<file path="src/rtl/unary_shift_multiplier.sv">
// Serial unary multiplier: replays the a-register once per unit of b to emit a*b contiguous ones.
// Optional feature: UNARY_SHIFT_MULT_EARLY_TERM_EN ends the output frame right after the last 1 beat.
module unary_shift_multiplier #(
  parameter int BIN_BITS = 4
) (
  input  logic clk,
  input  logic reset,
  input  logic in_a,
  input  logic in_b,
  input  logic in_valid,
  output logic out,
  output logic out_valid
);
  // state | meaning
  // IDLE  | waiting for the first beat of a frame
  // LOAD  | accumulating operand beats
  // EMIT  | streaming the unary product
  localparam int U_BITS    = 1 << BIN_BITS;
  localparam int OUT_BEATS = U_BITS * U_BITS;
  localparam int CW        = BIN_BITS + 1;

  typedef enum logic [1:0] {IDLE, LOAD, EMIT} state_t;

  state_t            state, state_nxt;
  logic [U_BITS-1:0] a_reg, a_nxt, work, work_nxt;
  logic [CW-1:0]     b_cnt, b_nxt, beat_cnt, beat_nxt;
  logic              out_nxt, out_valid_nxt;

  logic [U_BITS-1:0] a_load, a_src, w_src, w_shift, step_w;
  logic [CW-1:0]     b_load, b_src, step_b;
  logic              final_beat, one_avail;

`ifndef UNARY_SHIFT_MULT_EARLY_TERM_EN
  localparam logic [2*BIN_BITS-1:0] EMIT_LAST = {(2*BIN_BITS){1'b1}};
  logic [2*BIN_BITS-1:0] emit_cnt, emit_nxt;
`endif

  // The final load beat feeds the emit step directly, so the first EMIT cycle
  // already carries a valid output bit.
  always_comb begin
    a_load     = in_a ? {a_reg[U_BITS-2:0], 1'b1} : a_reg;
    b_load     = b_cnt + CW'(in_b);
    final_beat = in_valid && (beat_cnt == CW'(U_BITS - 1));
    if (state == EMIT) begin
      a_src = a_reg;
      b_src = b_cnt;
      w_src = work;
    end else begin
      a_src = a_load;
      b_src = b_load;
      w_src = a_load;
    end
    one_avail = (b_src != '0) && w_src[0];
    w_shift   = w_src >> 1;
    step_w    = w_src;
    step_b    = b_src;
    if (one_avail) begin
      if (w_shift == '0) begin
        step_w = a_src;
        step_b = b_src - CW'(1);
      end else begin
        step_w = w_shift;
      end
    end
  end

  always_comb begin
    state_nxt     = state;
    a_nxt         = a_reg;
    b_nxt         = b_cnt;
    beat_nxt      = beat_cnt;
    work_nxt      = work;
    out_nxt       = 1'b0;
    out_valid_nxt = 1'b0;
`ifndef UNARY_SHIFT_MULT_EARLY_TERM_EN
    emit_nxt      = emit_cnt;
`endif
    case (state)
      IDLE, LOAD: begin
        if (in_valid) begin
          a_nxt     = a_load;
          b_nxt     = b_load;
          beat_nxt  = beat_cnt + CW'(1);
          state_nxt = LOAD;
          if (final_beat) begin
            state_nxt     = EMIT;
            beat_nxt      = '0;
            work_nxt      = step_w;
            b_nxt         = step_b;
            out_nxt       = one_avail;
            out_valid_nxt = 1'b1;
`ifndef UNARY_SHIFT_MULT_EARLY_TERM_EN
            emit_nxt      = EMIT_LAST;
`endif
          end
        end
      end
      EMIT: begin
`ifdef UNARY_SHIFT_MULT_EARLY_TERM_EN
        if (one_avail) begin
          out_nxt       = 1'b1;
          out_valid_nxt = 1'b1;
          work_nxt      = step_w;
          b_nxt         = step_b;
        end else begin
          state_nxt = IDLE;
          a_nxt     = '0;
          b_nxt     = '0;
          work_nxt  = '0;
        end
`else
        if (emit_cnt != '0) begin
          out_nxt       = one_avail;
          out_valid_nxt = 1'b1;
          work_nxt      = step_w;
          b_nxt         = step_b;
          emit_nxt      = emit_cnt - 1'b1;
        end else begin
          state_nxt = IDLE;
          a_nxt     = '0;
          b_nxt     = '0;
          work_nxt  = '0;
        end
`endif
      end
      default: state_nxt = IDLE;
    endcase
  end

  always_ff @(posedge clk) begin
    if (reset) begin
      state     <= IDLE;
      a_reg     <= '0;
      b_cnt     <= '0;
      beat_cnt  <= '0;
      work      <= '0;
      out       <= 1'b0;
      out_valid <= 1'b0;
`ifndef UNARY_SHIFT_MULT_EARLY_TERM_EN
      emit_cnt  <= '0;
`endif
    end else begin
      state     <= state_nxt;
      a_reg     <= a_nxt;
      b_cnt     <= b_nxt;
      beat_cnt  <= beat_nxt;
      work      <= work_nxt;
      out       <= out_nxt;
      out_valid <= out_valid_nxt;
`ifndef UNARY_SHIFT_MULT_EARLY_TERM_EN
      emit_cnt  <= emit_nxt;
`endif
    end
  end

  // Keep the unused-parameter check quiet for widths derived only in one build.
  if (OUT_BEATS < U_BITS) begin : g_bad_param
    $error("OUT_BEATS must cover U_BITS");
  end
endmodule

</file>
<file path="config.mk">
export PLATFORM = sky130hd
export DESIGN_NAME = unary_shift_multiplier
export DESIGN_NICKNAME = d
export VERILOG_FILES = /design/src/rtl/unary_shift_multiplier.sv
export SDC_FILE = /design/constraint.sdc
export NUM_CORES = 1
export LEC_CHECK = 0
export ABC_AREA = 0
export CELL_PAD_IN_SITES_DETAIL_PLACEMENT = 1
export CELL_PAD_IN_SITES_GLOBAL_PLACEMENT = 1
export CORE_UTILIZATION = 48
export DETAILED_ROUTE_END_ITERATION = 6
export HOLD_SLACK_MARGIN = 0.06
export PLACE_DENSITY = 0.84
export SETUP_SLACK_MARGIN = 0.3
export SLEW_MARGIN = 20
export SYNTH_ARGS = -nofsm -noshare
export SYNTH_HDL_FRONTEND = slang
export SYNTH_SLANG_ARGS = --single-unit
</file>
<file path="constraint.sdc">
create_clock -name clk -period 4.3 [get_ports clk]
set_input_delay 1.29 -clock clk [delete_from_list [all_inputs] [get_ports clk]]
set_output_delay 1.29 -clock clk [all_outputs]
set_load 0.02 [all_outputs]
</file>
==> results of run 1 <==
==> worst register-to-register path, delay by kind of cell (launching register included) <==
kind | cells | cell delay [ns]
flops | 1 | 0.36
buf+inv | 1 | 0.37
compound gates | 1 | 0.18
mux | 1 | 0.45
simple gates | 4 | 1.41
==> cells in the final DEF (no fill, tap or decap), types with 13 or more instances in the layout <==
master,Yosys,final
a21o_1,16,16
a21oi_1,15,15
a22oi_1,15,15
dfxtp_1,54,54
mux2_2,13,13
mux2i_1,44,44
nand2_1,35,35
nor2_1,35,35
o21ai_0,16,16
o41ai_1,15,15
==> metal layers <==
metal / part of all wire (%) / up-vias
met5: 0 / -
met4: 2.1 / 0
met3: 1.6 / 19
met2: 52 / 30
met1: 45 / 1395
li1: - / 1400
==> final timing paths <==
| path | startpoint | depth (start not counted) | slack (ns) | to |
|---|---|---|---|---|
| worst max-delay path | in_a | 8 | 0.40 | b_cnt[4]$_SDFFE_PP0P_ |
| worst min register to register | beat_cnt[4]$_SDFFE_PP0P_ | 2 | 0.46 | beat_cnt[4]$_SDFFE_PP0P_ |
| worst max register to register | state[0]$_SDFFE_PP0P_ | 7 | 1.45 | b_cnt[4]$_SDFFE_PP0P_ |
| worst min-delay path | beat_cnt[4]$_SDFFE_PP0P_ | 2 | 0.46 | beat_cnt[4]$_SDFFE_PP0P_ |
==> area by class of cell <==
| class | count | area (um2) | share of cell area, % |
|---|---|---|---|
| clock buffers | 6 | 82.58 | 2.321 |
| clock inverters | 2 | 60.06 | 1.688 |
| inverters | 9 | 33.78 | 0.9497 |
| multi-input cells | 291 | 2043 | 57.44 |
| flip-flops and latches | 54 | 1081 | 30.39 |
| well taps | 77 | 96.34 | 2.708 |
| repair buffers | 16 | 160.2 | 4.502 |
==> kinds of logic after synthesis <==
kind of cell	after synthesis	synth area share, %
flip-flops	54	32.57
AND/OR/NAND/NOR	113	15.79
XOR/XNOR	9	2.375
AO/OA/AOI/OAI	101	21.49
buffers and inverters	40	5.880
multiplexers	62	19.64
adder cells (fa/ha/maj)	6	2.262
==> stage by stage <==
| step | instances | util, % | power, mW |
|---|---|---|---|
| floorplan | 385 | - | 0.6049 |
| detailed placement | 447 | 52.57 | 0.6376 |
| global placement | 447 | 52.57 | 0.6337 |
| finish | 455 | 54.77 | 1.056 |
| CTS | 455 | 54.77 | 1.065 |
| global route | 455 | 54.77 | 1.097 |
==> power by group through the flow <==
stage                     Sequential, mW  Combinational (mW)  Clock (mW)
final                              0.509               0.118       0.429
after global placement             0.521               0.113           0
after floorplan                    0.519              0.0859           0
after CTS                          0.509               0.118       0.438
after detailed placement           0.521               0.117           0
after global routing               0.510               0.128       0.458
==> results.py, run 1 <==
metrics = {
    "outcome": {
        "status": "finished clean",
    },
    "logic_synthesis": {
        "yosysTopAreaCell": "dfxtp_1",
        "yosysWarnings": 0,
        "ys_types": 47,
        "ys.flop_type": "dfxtp_1",
        "ys_top_cells_by_area": "dfxtp_1 (33%), mux2i_1 (13%), mux2_2 (4.4%), nand2_1 (4.0%), nor2_1 (4.0%)",
        "synth_top_area_share_pct": 32.57,
        "yosys-top-cells-count": "dfxtp_1 (54), mux2i_1 (44), nand2_1 (35), nor2_1 (35), clkbuf_1 (19)",
        "synthesis.area_mm2": 0.003319,
        "yosysMostFrequentCell": "dfxtp_1",
        "synthArstFlopShare_pct": 0,
        "ys_seq_elements": 54,
        "synthesis.instances": 385,
        "synth_edf_count": 0,
        "yosysSeqAreaShare_pct": 32.57,
        "syn_nets": 396,
        "avgSynthCellArea_um2": 8.622,
    },
    "routing": {
        "viasPerCell": 6.251,
        "firstDrtPassIters": 4,
        "wl_per_cell_um": 19.35,
        "ant_nets": 0,
        "drt_iter0_markers": 100,
        "drt_wl_total_mm": 8.804,
        "via_count": 2844,
        "drc_errors": 0,
    },
    "timing": {
        "finalCriticalPeriod_ns": 3.898,
        "worst_slew_pin_slew_ns": 1.160,
        "final.period_utilization_pct": 90.65,
        "worst_hold_slack_ns": 0.4625,
        "timing_hold_violations_final": 0,
        "setup_tns_ns": 0,
        "rsz0062_at_grt": "no",
        "setup_ws_ns": 0.4021,
        "max_slew_margin_pct": 22.69,
        "final-setup-viol-count": 0,
        "fmax_ghz": 0.2566,
        "skew_ns": 0.01058,
        "final-max-slew-violation-count": 0,
    },
    "cts": {
        "cts_setup_buffers": 0,
        "cts-resized-gates": 0,
        "cts_tree": "done",
        "cts_made_buffers": 5,
        "clk_latency_ns": 0.32,
        "clk_path_buf_depth": 2,
        "root_buffer": "clkbuf_8",
        "ctsHoldBuffers": 0,
        "clkSlewWorstSetupHoldPaths_ns": 0.10,
        "cts_max_level": 2,
        "clkSinkCount": 54,
    },
    "global_routing": {
        "grt_usage_pct": 25.96,
        "grt_max_degree": 32,
        "antenna_found_initial": 0,
        "grt_first_pass_wirelength_mm": 14.93,
        "grt-ovfl-total": 0,
        "globalRouteMet3Util_pct": 4.475,
        "first_global_vias": 3082,
        "gr-usage-met1_pct": 29.83,
        "met2_usage_pct": 47.95,
        "busiest_layer": "met2",
    },
    "place": {
        "portBuffers": 6,
        "routabilityCongestion": 0.8458,
        "pre_cts_slack_ns": 0.08122,
        "dpl_cell_area_mm2": 0.003415,
        "hpwl_mm": 5.987,
    },
    "worst_setup_path": {
        "crit_path_end_kind": "register",
        "start_kind": "input pin",
        "worst_ep_required_time_ns": 4.55,
        "critPathMaxStageDelay_ns": 0.72,
        "crit_buf_inv": 2,
        "path_cells": "clkdlybuf4s50_1 -> buf_12 -> mux2_2 -> mux2i_1 -> nand4_1 -> or4_4 -> or3_1 -> o211ai_1",
        "critPathMaxFanout": 21,
        "cp.arrival_ns": 4.15,
        "cp_top_family": "simple AND/OR/NAND/NOR gates",
        "slowest_stage": "or4_4",
        "path_class": "input pin to register",
    },
    "floorplanning": {
        "coreArea_mm2": 0.006495,
        "die_area_mm2": 0.007252,
        "die_h_um": 85.16,
        "die_w_um": 85.16,
        "num_rows": 29,
        "num_io_pins": 7,
        "start_util_pct": 51.11,
    },
    "final_layout": {
        "syn2layout_area_growth_pct": 7.162,
        "num-nets-final": 388,
        "n_antenna_cell": 0,
        "drive_above_1_share_pct": 9.788,
        "design_area_mm2": 0.003557,
        "n_fill_cell": 780,
    },
    "power": {
        "peakVddDrop_mv": 0.2140,
        "power_leakage_nw": 1.608,
        "powerDensity_mw_per_mm2": 296.9,
        "pwr-share-seq_pct": 48.2,
        "clockPowerShare_pct": 40.6,
        "comb_power_share_pct": 11.1,
        "power.share.switching_pct": 24.42,
        "p_sw_mw": 0.2578,
        "p_int_mw": 0.7981,
    },
    "flow_run": {
        "drv_cap": 0,
    },
    "worst_hold_path": {
        "hold_path.class": "register to register",
    },
}
Power figures use the tool's default switching activity.
==> run 2: changes to the inputs <==
--- a/config.mk
+++ b/config.mk
@@ -11,6 +11,7 @@
 export CORE_UTILIZATION = 48
 export DETAILED_ROUTE_END_ITERATION = 6
 export HOLD_SLACK_MARGIN = 0.06
+export MAX_ROUTING_LAYER = met4
 export PLACE_DENSITY = 0.84
 export SETUP_SLACK_MARGIN = 0.3
 export SLEW_MARGIN = 20
==> run 2 against run 1 <==
  * Utilization up 0.096 points
  * Worst setup slack gained 0.010 ns
  * Sequential cell count is the same
  * Critical path type unchanged
  * Largest power group unchanged
==> results.py, run 2 (synthesis gave the netlist of run 1 again) <==
metrics = {
    "outcome": {
        "status": "finished clean",
    },
    "cts": {
        "ctsHoldBuffers": 0,
        "root_buffer": "clkbuf_8",
        "cts_max_level": 2,
        "clkSinkCount": 54,
        "clkSlewWorstSetupHoldPaths_ns": 0.10,
        "clk_path_buf_depth": 2,
        "cts_tree": "done",
        "cts-resized-gates": 0,
        "clk_latency_ns": 0.32,
        "cts_setup_buffers": 0,
        "cts_made_buffers": 5,
    },
    "floorplanning": {
        "num_io_pins": 7,
        "die_area_mm2": 0.007252,
        "start_util_pct": 51.11,
        "coreArea_mm2": 0.006495,
        "num_rows": 29,
        "die_w_um": 85.16,
        "die_h_um": 85.16,
    },
    "global_routing": {
        "grt-ovfl-total": 0,
        "grt_usage_pct": 26.75,
        "first_global_vias": 3082,
        "grt_max_degree": 32,
        "antenna_found_initial": 0,
        "grt_first_pass_wirelength_mm": 14.92,
    },
    "worst_setup_path": {
        "cp.depth": 8,
        "crit_buf_inv": 2,
        "path_class": "input pin to register",
        "critPathMaxFanout": 21,
        "reg2reg_depth": 7,
        "crit_path_end_kind": "register",
        "start_kind": "input pin",
        "worst_ep_required_time_ns": 4.55,
        "crit_path_start": "in_a",
        "cp_top_family": "simple AND/OR/NAND/NOR gates",
        "cp.arrival_ns": 4.13,
        "path_cells": "clkdlybuf4s50_1 -> buf_12 -> mux2_2 -> mux2i_1 -> nand4_1 -> or4_4 -> or3_1 -> o211ai_1",
        "reg2reg_from": "state[0]$_SDFFE_PP0P_",
        "slowest_stage": "or4_4",
        "critPathMaxStageDelay_ns": 0.72,
    },
    "routing": {
        "met1Wirelength_mm": 3.937,
        "ant_nets": 0,
        "firstDrtPassIters": 4,
        "drc_errors": 0,
        "drt_iter0_markers": 114,
        "dr_wl_met3_um": 210,
        "via_count": 2849,
        "viasPerCell": 6.262,
        "top_layer_used": "met4",
        "met2_length_mm": 4.514,
        "drt_wl_total_mm": 8.851,
        "wl_per_cell_um": 19.45,
    },
    "place": {
        "routabilityCongestion": 0.8591,
        "dpl_cell_area_mm2": 0.003415,
        "hpwl_mm": 5.987,
        "portBuffers": 6,
    },
    "timing": {
        "final-max-slew-violation-count": 0,
        "timing_hold_violations_final": 0,
        "max_slew_margin_pct": 38.25,
        "final.period_utilization_pct": 90.40,
        "rsz0062_at_grt": "no",
        "skew_ns": 0.008173,
        "final-setup-viol-count": 0,
        "finalCriticalPeriod_ns": 3.887,
        "worst_slew_pin_slew_ns": 0.9241,
        "fmax_ghz": 0.2572,
        "setup_tns_ns": 0,
    },
    "final_layout": {
        "final_common_cell": "dfxtp_1",
        "mostFrequentLayoutCells": "dfxtp_1 (54), mux2i_1 (44), nor2_1 (35), nand2_1 (35)",
        "syn2layout_area_growth_pct": 7.350,
        "n_antenna_cell": 0,
        "post-route-util_pct": 54.86,
        "drive_above_1_share_pct": 10.05,
        "design_area_mm2": 0.003563,
        "num-nets-final": 388,
    },
    "worst_hold_path": {
        "worst_hold_path.num_cells": 2,
        "worstHoldStart": "beat_cnt[4]$_SDFFE_PP0P_",
        "hold_path.class": "register to register",
    },
    "flow_run": {
        "drv_cap": 0,
    },
    "power": {
        "powerDensity_mw_per_mm2": 296.8,
        "power_leakage_nw": 1.613,
        "peakVddDrop_mv": 0.2145,
    },
}
-- run 2: cell types whose count changed in the layout (fill, tap and decap cells not counted) --
cell,delta
o22ai_1,-1
o22ai_2,+1
-- run 2: final cells by class --
cell class                 instances  area, um2
sequential                        54       1081
multi-input combinational        291       2049
fill                             780       2932
inverter                           9      33.78
clock buffer                       6      82.58
clock inverter                     2      60.06
tap                               77      96.34
timing repair buffer              16      160.2
-- run 2: where the power goes --
| part | leakage (nW) | switching, mW | internal (mW) |
|---|---|---|---|
| logic | 1.11 | 0.0724 | 0.0460 |
| registers | 0.436 | 0.00529 | 0.504 |
| clock network | 0.0714 | 0.181 | 0.248 |
-- run 2: stage by stage --
stage / setup WS [ns] / std cells / hold WS [ns] / power (mW)
finish: 0.4126 / 455 / 0.4623 / 1.057
CTS: 0.4382 / 455 / 0.4710 / 1.065
floorplan: 0.7481 / 385 / 0.4244 / 0.6049
global route: 0.3289 / 455 / 0.4901 / 1.097
detailed placement: 0.08122 / 447 / 0.4515 / 0.6376
global placement: 0.2480 / 447 / 0.4388 / 0.6337
-- run 2: final timing paths --
kind                              endpoint  slack (ns)
setup / recovery     b_cnt[4]$_SDFFE_PP0P_        0.41
setup reg to reg     b_cnt[4]$_SDFFE_PP0P_        1.46
hold / removal    beat_cnt[4]$_SDFFE_PP0P_        0.46
hold reg to reg   beat_cnt[4]$_SDFFE_PP0P_        0.46
-- run 2: worst min-delay path: stages (launching register included) --
cell      delay, ns
dfxtp_1        0.32
nand2b_1       0.07
a21oi_1        0.04
-- run 2: routing by layer --
metal	track usage, %	up-vias
met5	-	-
met4	9.707	0
met3	4.475	20
met2	48.02	38
met1	29.77	1397
li1	-	1394
==> run 3: changes to the inputs <==
--- a/config.mk
+++ b/config.mk
@@ -9,6 +9,7 @@
 export CELL_PAD_IN_SITES_DETAIL_PLACEMENT = 1
 export CELL_PAD_IN_SITES_GLOBAL_PLACEMENT = 1
 export CORE_UTILIZATION = 48
+export CTS_CLUSTER_SIZE = 24
 export DETAILED_ROUTE_END_ITERATION = 6
 export HOLD_SLACK_MARGIN = 0.06
 export MAX_ROUTING_LAYER = met4
==> results of run 3 <==
The final DEF is identical to that of run 2; final timing and power are the same.
